===== src/rtl/mem_port_arbiter.sv =====
// Arbitrates the imem and dmem request streams onto one memory port. dmem has priority, with an imem anti-starvation override.
// An in-order tag FIFO routes each memory response back to the requester that issued it.
module mem_port_arbiter #(
    parameter int MAX_OUTSTANDING = 4,
    parameter int STARVE_LIMIT    = 3
) (
    input  logic        CLK,
    input  logic        RST,
    input  logic        imem_req_valid,
    output logic        imem_req_ready,
    input  logic [31:0] imem_req_addr,
    output logic        imem_rsp_valid,
    input  logic        imem_rsp_ready,
    output logic [31:0] imem_rsp_data,
    input  logic        dmem_req_valid,
    output logic        dmem_req_ready,
    input  logic [3:0]  dmem_req_wstrb,
    input  logic [31:0] dmem_req_addr,
    input  logic [31:0] dmem_req_wdata,
    output logic        dmem_rsp_valid,
    input  logic        dmem_rsp_ready,
    output logic [31:0] dmem_rsp_data,
    output logic        mem_req_valid,
    input  logic        mem_req_ready,
    output logic [3:0]  mem_req_wstrb,
    output logic [31:0] mem_req_addr,
    output logic [31:0] mem_req_wdata,
    input  logic        mem_rsp_valid,
    output logic        mem_rsp_ready,
    input  logic [31:0] mem_rsp_data
);

    localparam int PTR_W = (MAX_OUTSTANDING > 1) ? $clog2(MAX_OUTSTANDING) : 1;
    localparam int CNT_W = $clog2(MAX_OUTSTANDING + 1);
    localparam int STV_W = $clog2(STARVE_LIMIT + 1);

    localparam logic [CNT_W-1:0] FULL_CNT   = CNT_W'(MAX_OUTSTANDING);
    localparam logic [CNT_W-1:0] EMPTY_CNT  = {CNT_W{1'b0}};
    localparam logic [STV_W-1:0] STARVE_MAX = STV_W'(STARVE_LIMIT);
    localparam logic             TAG_IMEM   = 1'b0;

    logic [MAX_OUTSTANDING-1:0] tag_mem_r;
    logic [PTR_W-1:0]           wr_ptr_r;
    logic [PTR_W-1:0]           rd_ptr_r;
    logic [CNT_W-1:0]           count_r;
    logic [STV_W-1:0]           starve_r;

    logic grant_i_s;
    logic grant_d_s;
    logic fifo_full_s;
    logic fifo_empty_s;
    logic head_s;
    logic push_s;
    logic pop_s;

    // Arbitration decision and FIFO status flags
    always_comb begin
        fifo_full_s  = (count_r == FULL_CNT);
        fifo_empty_s = (count_r == EMPTY_CNT);
        grant_i_s    = imem_req_valid && (!dmem_req_valid || (starve_r == STARVE_MAX));
        grant_d_s    = dmem_req_valid && !grant_i_s;
        head_s       = tag_mem_r[rd_ptr_r];
    end

    // Request-side muxing toward memory; imem never writes
    always_comb begin
        mem_req_valid  = (imem_req_valid || dmem_req_valid) && !fifo_full_s;
        imem_req_ready = grant_i_s && mem_req_ready && !fifo_full_s;
        dmem_req_ready = grant_d_s && mem_req_ready && !fifo_full_s;
        if (grant_i_s) begin
            mem_req_addr  = imem_req_addr;
            mem_req_wstrb = 4'h0;
            mem_req_wdata = 32'h0000_0000;
        end else begin
            mem_req_addr  = dmem_req_addr;
            mem_req_wstrb = dmem_req_wstrb;
            mem_req_wdata = dmem_req_wdata;
        end
        push_s = mem_req_valid && mem_req_ready;
    end

    // Response routing by head tag; an empty FIFO swallows nothing and raises nothing
    always_comb begin
        if (fifo_empty_s) begin
            mem_rsp_ready  = 1'b0;
            imem_rsp_valid = 1'b0;
            dmem_rsp_valid = 1'b0;
        end else if (head_s == TAG_IMEM) begin
            mem_rsp_ready  = imem_rsp_ready;
            imem_rsp_valid = mem_rsp_valid;
            dmem_rsp_valid = 1'b0;
        end else begin
            mem_rsp_ready  = dmem_rsp_ready;
            imem_rsp_valid = 1'b0;
            dmem_rsp_valid = mem_rsp_valid;
        end
        imem_rsp_data = mem_rsp_data;
        dmem_rsp_data = mem_rsp_data;
        pop_s         = mem_rsp_valid && mem_rsp_ready;
    end

    // Tag FIFO storage and pointers; pointers wrap naturally at the power-of-two depth
    always_ff @(posedge CLK or posedge RST) begin
        if (RST) begin
            tag_mem_r <= {MAX_OUTSTANDING{1'b0}};
            wr_ptr_r  <= {PTR_W{1'b0}};
            rd_ptr_r  <= {PTR_W{1'b0}};
        end else begin
            if (push_s) begin
                tag_mem_r[wr_ptr_r] <= grant_d_s;
                wr_ptr_r            <= wr_ptr_r + PTR_W'(1);
            end
            if (pop_s) begin
                rd_ptr_r <= rd_ptr_r + PTR_W'(1);
            end
        end
    end

    // Outstanding-request count
    always_ff @(posedge CLK or posedge RST) begin
        if (RST) begin
            count_r <= EMPTY_CNT;
        end else begin
            case ({push_s, pop_s})
                2'b10:   count_r <= count_r + CNT_W'(1);
                2'b01:   count_r <= count_r - CNT_W'(1);
                default: count_r <= count_r;
            endcase
        end
    end

    // Anti-starvation counter: saturates and holds until imem is accepted
    always_ff @(posedge CLK or posedge RST) begin
        if (RST) begin
            starve_r <= {STV_W{1'b0}};
        end else if (!imem_req_valid || imem_req_ready) begin
            starve_r <= {STV_W{1'b0}};
        end else if (starve_r != STARVE_MAX) begin
            starve_r <= starve_r + STV_W'(1);
        end else begin
            starve_r <= starve_r;
        end
    end

endmodule

===== config.mk =====
export PLATFORM = sky130hd
export DESIGN_NAME = mem_port_arbiter
export DESIGN_NICKNAME = d
export VERILOG_FILES = /design/src/rtl/mem_port_arbiter.sv
export SDC_FILE = /design/constraint.sdc
export NUM_CORES = 1
export LEC_CHECK = 0
export ABC_AREA = 1
export CAP_MARGIN = 30
export CORE_AREA = 4 4 107 109
export CTS_BUF_LIST = sky130_fd_sc_hd__clkbuf_16
export CTS_CLUSTER_DIAMETER = 120
export DETAILED_ROUTE_END_ITERATION = 7
export DIE_AREA = 0 0 111 113
export DONT_BUFFER_PORTS = 1
export SYNTH_ARGS = -nofsm -noshare
export SYNTH_HDL_FRONTEND = slang
export SYNTH_SLANG_ARGS = --single-unit

===== constraint.sdc =====
create_clock -name CLK -period 2.45 [get_ports CLK]
set_input_delay 0.3675 -clock CLK [delete_from_list [all_inputs] [get_ports CLK]]
set_output_delay 0.3675 -clock CLK [all_outputs]
set_load 0.05 [all_outputs]

After elaboration in Yosys (flattened, before gate mapping). Index checks and enable logic that the tools add are counted.

Register bits after elaboration: 13. Output and inout port bits: 138. Word-level logic and storage cells: 55. Input bits: 140.

Magnitude comparators: 3. Equal/unequal tests: 5. Reduce and logical (&&, ||, !) cells: 20. Muxes and demuxes: 17. Add/subtract/negate cells: 5.

Operators with widths (number): two-way mux 32 bit (2); logical AND 1 bit (10); two-way mux 1 bit (8); adder 2 x 1 -> 2 bit (second input constant) (3); less-than comparator 2 x 3 -> 1 bit (second input constant) (2); case mux 3 bit (2 select lines) (1); bitwise mux 4 bit (1); equality test 2 bit (second input constant) (2); logical NOT 1 bit (4); two-way mux 2 bit (2); two-way mux 4 bit (1); nonzero test 2 bit (2); adder 3 x 1 -> 3 bit (second input constant) (1); equality test 3 bit (second input constant) (1); logical NOT 3 bit (1); logical OR 1 bit (3); subtractor 3 x 1 -> 3 bit (second input constant) (1); binary-select mux 1 bit (select 2 bit) (1); demux 1 bit (select 2 bit) (1); equality test 2 x 1 -> 1 bit (second input constant) (1); >= comparator 2 x 1 -> 1 bit (second input constant) (1); != test 2 bit (second input constant) (1).

Logic depth before layout (Yosys ltp). Gate-level depths: netlist of run 1.

Depth after elaboration: 7. Mapped depth: 13.

Worst setup path before layout of run 1. No wires, ideal clock.

Kind: reg-to-output. Start point: register starve_r[0]. End point: output mem_req_wdata[13]. Stages on the path, launching flop included: 7. Arrival: 1.904 ns. Setup slack: 0.178 ns. Required time: 2.082 ns. Path through: dfrtp_1 -> ha_1 -> o21ai_4 -> inv_2 -> buf_2 -> buf_6 -> nor2_1.

Cells in the longest elaborated chain, start to end: 4.

RTL lines: start, declared (line 46) `logic [STV_W-1:0] starve_r;`; start signal, assigned (line 135) `starve_r <= {STV_W{1'b0}};`; start signal, assigned (line 137) `starve_r <= {STV_W{1'b0}};`; start signal, assigned (line 139) `starve_r <= starve_r + STV_W'(1);`; equality test 2 bit (line 60) `grant_i_s = imem_req_valid && (!dmem_req_valid || (starve_r == STARVE_MAX));`; logical OR 1 bit (line 60); logical AND 1 bit (line 60); two-way mux 32 bit (line 70) `if (grant_i_s) begin`; end, declared (line 27) `output logic [31:0] mem_req_wdata,`.

No other way between the ends.

Worst setup path in the final report of run 1.
Start point: register starve_r[0]. End point: output mem_req_wdata[29].

Same word-level chain as after synthesis.

==> parameters.txt, run 1 <==
Parameter                              Value

Status
  Outcome    complete, no violations

Timing
  Setup total negative slack    0 ns
  Number of endpoints failing setup at the final stage    0
  Max_slew headroom    0.655
  Number of hold violations in the final report    0
  Actual slew at the worst max-slew pin    0.517 ns
  Max-slew violations    0
  Setup repair after global routing missed its margin    false
  Final clock skew    0.00334 ns
  Highest clock frequency the design can meet    454 MHz
  Crit share post-route    0.899
  Shortest period the worst path allows    2.20 ns

Worst setup path
  Worst-path cell with the longest stage delay    dfrtp_1
  Critical path, cell by cell    ha_1, o21ai_4, inv_2, buf_4, nor2_1, buf_4
  Critical path class    flip-flop to output port
  Library cell appearing most often on the critical path    buf_4
  Critical path required time    2.08 ns
  Worst endpoint data arrival time    1.83 ns
  Delay contributed by the slowest stage of the critical path    0.38 ns
  Worst-path fanout max    45
  Critical Path Source Type    flip-flop
  CP Capture Type    output port

Floorplan
  Starting utilization of the core area    0.185
  Die height    113 um
  Core Box Area    10600 um2
  Site Rows    38
  Boundary Pins    278
  Horizontal extent of the die    111 um
  Die outline area    12500 um2

CTS
  Count of clock tree sinks    13
  Number of buffers inserted to repair setup after CTS    0
  Post-CTS Resized    0
  Clock buffers created by TritonCTS    3
  Number of hold buffers added after cts    0
  H-tree depth    1
  CTS Root Buffer Type    clkbuf_16
  Clock Path Buffers    2
  Worst skew pair latency    0.24 ns
  Clock transition at the register clock pins on the worst setup and hold paths after CTS    0.05 ns
  Clock tree from TritonCTS    built

Layout
  Area of all sequential standard cells    325 um2
  NumNets Final    490
  Filler cell count in the final layout    1188
  Proportion of layout cells with a drive suffix above 1    0.275
  Area growth from synthesis to layout    16.2%
  Final Core Density    0.215
  Multi-input combinational cell area    913 um2
  Diode count    0

Global routing
  First-pass GRT wire length    10200 um
  Number of global-route vias before repair    1894
  Initial antenna violation count    0
  Gr usage total    0.0994
  Leftover overflow at the end of global routing    0
  Pin count of the biggest net entering global routing    46

Logic synthesis
  Most area-consuming cells after synthesis    buf_4 (24%), nand2_1 (23%), dfrtp_1 (17%), inv_1 (9.6%), nor2_1 (6.5%)
  Synth cell types    22
  Async set-or-reset flop fraction in the synthesized netlist    1.00
  Number of enable flip-flop cells after synthesis    0
  Sequential area share after synthesis    0.166
  Post-Syn Area per Cell    5.85 um2
  Synth Cell Area    1960 um2
  Area leader, netlist    buf_4
  Net count of the mapped netlist    483
  Count of warnings emitted by yosys    0
  Cell count after synthesis    336
  Number of flip-flops and latches in the synthesized netlist    13
  Primary FF master, synth    dfrtp_1
  Yosys top cell area share    0.245

Hold path
  Class of the tightest hold or removal check    input pin to async pin

Routing
  Number of routed nets with antenna violations    0
  Count of vias placed by the detailed router    1970
  Wire length per cell    14.3 um
  Pre-Repair DR Iteration Count    4
  Detailed-route DRC error count    0
  Via density per instance    4.09
  Drt total wl    6910 um
  DRC violation total after the first TritonRoute iteration    68

Placement
  Buffers added on ports    0
  Placer's final routability congestion estimate    0.765
  Total half-perimeter wirelength after legalization and detailed placement    5950 um

Power and ir drop
  Power per Cell Area    874 nW/um2
  LEAKAGE    1.38 nW
  Power consumption    0.00200 W
  Largest vdd supply drop    0.423 mV

Flow run
  Number of max-capacitance violations reported    0
==> worst paths after layout <==
check	slack (ns)	end	startpoint	cells after the start
min in group CLK	0.30	starve_r[0]	imem_req_valid	2
min reg2reg	0.49	tag_mem_r[0]	tag_mem_r[0]	2
max	0.25	mem_req_wdata[29]	starve_r[0]	6
max in group asynchronous	2.06	count_r[1]	RST	1
min	0.05	wr_ptr_r[1]	RST	1
max reg2reg	0.27	count_r[2]	rd_ptr_r[0]	13
==> kinds of logic after synthesis <==
group | after synthesis | share of synthesized area
and+or+nand+nor | 172 | 0.349
buffers and inverters | 126 | 0.372
DFF | 13 | 0.166
AOI/OAI and AO/OA | 12 | 0.0376
adders and majority gates | 7 | 0.0484
xor gates and xnor gates | 5 | 0.0223
muxes | 1 | 0.00510
==> report_power, final <==
| part | leakage (nW) | internal (W) | switching (W) | total (W) |
|---|---|---|---|---|
| Clock | 0.0423 | 0.000215 | 0.0000879 | 0.000303 |
| Sequential | 0.161 | 0.000317 | 0.0000834 | 0.000400 |
| Combinational | 1.18 | 0.000388 | 0.000904 | 0.00129 |
| Total | 1.38 | 0.000920 | 0.00108 | 0.00200 |
==> placed cells by master (no fill, tap or decap) <==
cell type	n
a21oi_1	2
fa_1	1
mux2i_1	1
o21a_1	1
inv_1	51
nor2_2	11
nand2_1	119
inv_2	2
nand3_2	1
xor2_1	3
dfrtp_1	13
nor3_1	1
xnor2_1	2
o21ai_0	8
clkbuf_16	3
buf_4	74
nand4_1	2
ha_1	6
nor2_1	34
buf_12	2
o21ai_4	1
nand3_1	4
==> cells in the mapped netlist (3+ instances only) <==
library cell,count
nor2_1,34
dfrtp_1,13
nand3_1,5
inv_1,50
nor2_2,11
o21ai_0,8
ha_1,6
xor2_1,3
buf_4,64
nand2_1,119
clkbuf_1,6
==> routing by layer <==
layer | up-vias | wire length (um) | GRT usage
met5 | - | 0 | 0.0118
met4 | 0 | 91 | 0.0213
met3 | 12 | 869 | 0.0449
met2 | 158 | 3490 | 0.174
met1 | 877 | 2460 | 0.110
li1 | 923 | - | -
==> cell type report <==
cell class | count | share of cell area
timing repair buffer | 76 | 0.261
multi-input combinational | 197 | 0.400
inverter | 52 | 0.0855
tap | 140 | 0.0767
sequential | 13 | 0.142
clock inverter | 1 | 0.00164
clock buffer | 3 | 0.0329
==> state kept, by name, indices dropped and copies added (netlist names) <==
name	cells
count_r	3
rd_ptr_r	2
wr_ptr_r	2
starve_r	2
tag_mem_r	4
==> critical path: cells and delay by family, from the launching register on <==
| kind | cells | cell delay (ns) |
|---|---|---|
| AOI/OAI and AO/OA | 1 | 0.21 |
| buffers and inverters | 3 | 0.53 |
| DFF | 1 | 0.38 |
| adders and majority gates | 1 | 0.27 |
| and+or+nand+nor | 1 | 0.18 |
==> stage by stage <==
stage	setup WS [ns]	hold WS (ns)	cells	cell area, um2
after floorplan	0.178	0.244	336	1960
after global placement	0.346	0.324	478	2200
after detailed placement	0.260	0.327	478	2200
after CTS	0.220	0.0736	482	2280
after global routing	0.0101	0.0887	482	2280
final	0.248	0.0482	482	2280
(Power assumes the default switching activity.)
==> inputs of run 2 (changes only) <==
--- a/config.mk
+++ b/config.mk
@@ -5,13 +5,12 @@
 export SDC_FILE = /design/constraint.sdc
 export NUM_CORES = 1
 export LEC_CHECK = 0
-export ABC_AREA = 1
 export CAP_MARGIN = 30
-export CORE_AREA = 4 4 107 109
+export CORE_AREA = 4 4 105 107
 export CTS_BUF_LIST = sky130_fd_sc_hd__clkbuf_16
 export CTS_CLUSTER_DIAMETER = 120
 export DETAILED_ROUTE_END_ITERATION = 7
-export DIE_AREA = 0 0 111 113
+export DIE_AREA = 0 0 109 111
 export DONT_BUFFER_PORTS = 1
 export SYNTH_ARGS = -nofsm -noshare
 export SYNTH_HDL_FRONTEND = slang
==> parameters.txt, run 2 <==
Parameter                              Value

Routing
  Detailed-route DRC error count    0 (unchanged)
  Count of vias placed by the detailed router    1247 (was 1970)
  Pre-Repair DR Iteration Count    3 (was 4)
  Drt total wl    6630 um (was 6910 um)
  Wire length per cell    20.3 um (was 14.3 um)
  Via density per instance    3.83 (was 4.09)
  Number of routed nets with antenna violations    0 (unchanged)
  DRC violation total after the first TritonRoute iteration    35 (was 68)

Timing
  Max_slew headroom    0.650 (was 0.655)
  Number of endpoints failing setup at the final stage    0 (unchanged)
  Shortest period the worst path allows    2.26 ns (was 2.20 ns)
  Highest clock frequency the design can meet    443 MHz (was 454 MHz)
  Max-slew violations    0 (unchanged)
  Final hold slack    0.0486 ns (was 0.0482 ns)
  Setup total negative slack    0 ns (unchanged)
  Final clock skew    0.00141 ns (was 0.00334 ns)
  Smallest setup slack after layout    0.193 ns (was 0.248 ns)
  Actual slew at the worst max-slew pin    0.524 ns (was 0.517 ns)
  Number of hold violations in the final report    0 (unchanged)
  Crit share post-route    0.921 (was 0.899)
  Setup repair after global routing missed its margin    false (unchanged)

Layout
  Diode count    0 (unchanged)
  NumNets Final    338 (was 490)
  Most frequent standard cell in the layout excluding fill and tap cells    and2_1 (was nand2_1)
  Flip-flop count of the largest register, all copies and words added    4 (unchanged)
  Leading cell types in the layout, fill and taps excluded    and2_1 (36), mux2_2 (32), buf_12 (27) (was nand2_1 (119), buf_4 (74), inv_1 (51))
  Proportion of layout cells with a drive suffix above 1    0.442 (was 0.275)
  Register with the highest flop count    tag_mem_r (unchanged)
  Area growth from synthesis to layout    22.1% (was 16.2%)
  Final Core Density    0.227 (was 0.215)
  Leading registers by flop count    tag_mem_r x4, count_r x3 (unchanged)

Global routing
  Gr usage total    0.0975 (was 0.0994)
  First-pass GRT wire length    8910 um (was 10200 um)
  Initial antenna violation count    0 (unchanged)
  Number of global-route vias before repair    1362 (was 1894)
  Pin count of the biggest net entering global routing    61 (was 46)
  Leftover overflow at the end of global routing    0 (unchanged)

Logic synthesis
  Cell count after synthesis    213 (was 336)
  Async set-or-reset flop fraction in the synthesized netlist    1.00 (unchanged)
  Synth cell types    24 (was 22)
  Yosys top cell area share    0.254 (was 0.245)
  Primary FF master, synth    dfrtp_1 (unchanged)
  Number of flip-flops and latches in the synthesized netlist    13 (unchanged)
  Number of enable flip-flop cells after synthesis    0 (unchanged)
  Post-Syn Area per Cell    8.86 um2 (was 5.85 um2)
  Net count of the mapped netlist    360 (was 483)
  Count of warnings emitted by yosys    0 (unchanged)
  Sequential area share after synthesis    0.172 (was 0.166)
  Synth Cell Area    1890 um2 (was 1960 um2)
  Most area-consuming cells after synthesis    buf_4 (25%), mux2_2 (19%), dfrtp_1 (17%), and2_1 (12%), mux2i_1 (4.2%) (was buf_4 (24%), nand2_1 (23%), dfrtp_1 (17%), inv_1 (9.6%), nor2_1 (6.5%))
  Commonest cells in the synthesized netlist    buf_4 (64), and2_1 (36), mux2_2 (32) (was nand2_1 (119), buf_4 (64), inv_1 (50))
  Area leader, netlist    buf_4 (unchanged)
  Most frequent cell after synthesis    buf_4 (was nand2_1)

Placement
  Buffers added on ports    0 (unchanged)
  Placer's final routability congestion estimate    0.671 (was 0.765)
  Total half-perimeter wirelength after legalization and detailed placement    6080 um (was 5950 um)
  Worst slack after detailed placement    0.189 ns (was 0.260 ns)

CTS
  Worst skew pair latency    0.24 ns (about the same)
  H-tree depth    1 (unchanged)
  Clock tree from TritonCTS    built (unchanged)
  Number of hold buffers added after cts    0 (unchanged)
  Clock Path Buffers    2 (unchanged)
  Clock buffers created by TritonCTS    3 (unchanged)
  Count of clock tree sinks    13 (unchanged)
  CTS Root Buffer Type    clkbuf_16 (unchanged)
  Clock transition at the register clock pins on the worst setup and hold paths after CTS    0.04 ns (was 0.05 ns)
  Number of buffers inserted to repair setup after CTS    0 (unchanged)

Floorplan
  Die outline area    12100 um2 (was 12500 um2)
  Site Rows    37 (was 38)
  Starting utilization of the core area    0.186 (was 0.185)
  Die height    111 um (was 113 um)
  Core Box Area    10100 um2 (was 10600 um2)
  Horizontal extent of the die    109 um (was 111 um)
  Boundary Pins    278 (unchanged)

Worst setup path
  Buffer and inverter count on the worst path    1 (was 3)
  Worst path top cell family by delay    multiplexers (was buffers and inverters)
  Worst-path cell with the longest stage delay    dfrtp_1 (unchanged)
  CP Capture Type    flip-flop (was output port)
  Critical path class    flip-flop to flip-flop (was flip-flop to output port)
  Critical path, cell by cell    mux2i_1, mux2i_1, mux2i_1, nor2_1, ha_1, inv_1, fa_1, xor2_1, nor2_1, xor2_1 (was ha_1, o21ai_4, inv_2, buf_4, nor2_1, buf_4)
  Library cell appearing most often on the critical path    mux2i_1 (was buf_4)
  Critical Path Source Type    flip-flop (unchanged)
  Delay contributed by the slowest stage of the critical path    0.42 ns (was 0.38 ns)
  Critical path required time    2.62 ns (was 2.08 ns)
  Worst endpoint data arrival time    2.42 ns (was 1.83 ns)
  Worst-path fanout max    3 (was 45)

Hold path
  Class of the tightest hold or removal check    input pin to async pin (unchanged)

Power and ir drop
  Power per Cell Area    865 nW/um2 (was 874 nW/um2)
  Largest vdd supply drop    0.357 mV (was 0.423 mV)
  LEAKAGE    0.983 nW (was 1.38 nW)
  Power consumption    0.00199 W (was 0.00200 W)

Status
  Outcome    complete, no violations (unchanged)

Flow run
  Number of max-capacitance violations reported    0 (unchanged)
-- run 2: changes by cell type after synthesis, moves of 7 or more --
cell,change
nor2_1,-25
nor2_2,-11
mux2_2,+32
nand2_1,-114
mux2i_1,+7
and2_1,+36
inv_1,-42
-- run 2: report_power, final --
part	switching, W	total (W)	internal [W]
Clock	0.0000877	0.000303	0.000215
Sequential	0.0000896	0.000409	0.000319
Combinational	0.000802	0.00128	0.000480
Total	0.000980	0.00199	0.00101
-- run 2: final cells by class --
cell class | count | area, um2
Fill cell | 1082 | 7830
Multi-Input combinational cell | 121 | 1030
Timing Repair Buffer | 44 | 668
Sequential cell | 13 | 325
Tap cell | 136 | 170
Clock buffer | 3 | 75.1
Inverter | 8 | 30.0
Clock inverter | 1 | 3.75
-- run 2: path summary, 6_finish.rpt --
path,from,endpoint,slack (ns),cells after the start
max,rd_ptr_r[1],count_r[2],0.19,10
min,RST,rd_ptr_r[0],0.05,1
max reg2reg,rd_ptr_r[1],count_r[2],0.19,10
min reg2reg,tag_mem_r[1],tag_mem_r[1],0.50,1
max in group asynchronous,RST,starve_r[1],2.05,1
min in group CLK,imem_req_valid,starve_r[0],0.31,2
-- run 2: logic make-up after synthesis --
| kind of cell | share of synthesized area |
|---|---|
| buffers and inverters | 0.287 |
| AOI/OAI and AO/OA | 0.0192 |
| and+or+nand+nor | 0.186 |
| xor gates and xnor gates | 0.0278 |
| DFF | 0.172 |
| muxes | 0.257 |
| adders and majority gates | 0.0504 |
-- run 2: per-stage QoR --
stage | cells | cell area [um2]
2_1_floorplan | 213 | 1890
3_3_place_gp | 322 | 2220
3_5_place_dp | 322 | 2220
4_1_cts | 326 | 2300
5_1_grt | 326 | 2300
6_report | 326 | 2300
-- run 2: timing repair --
item	4_1_cts	5_1_grt
endpoints found under the setup margin	0	1
hold endpoints to repair	0	0
gates resized for setup	0	1
-- run 2: per-layer routing --
metal	wire length [um]	vias up	share of wire	track usage
met5	0	-	0	0
met4	194	0	0.029	0.0370
met3	1480	23	0.22	0.0856
met2	3030	99	0.46	0.147
met1	1920	552	0.29	0.0948
li1	-	573	-	-
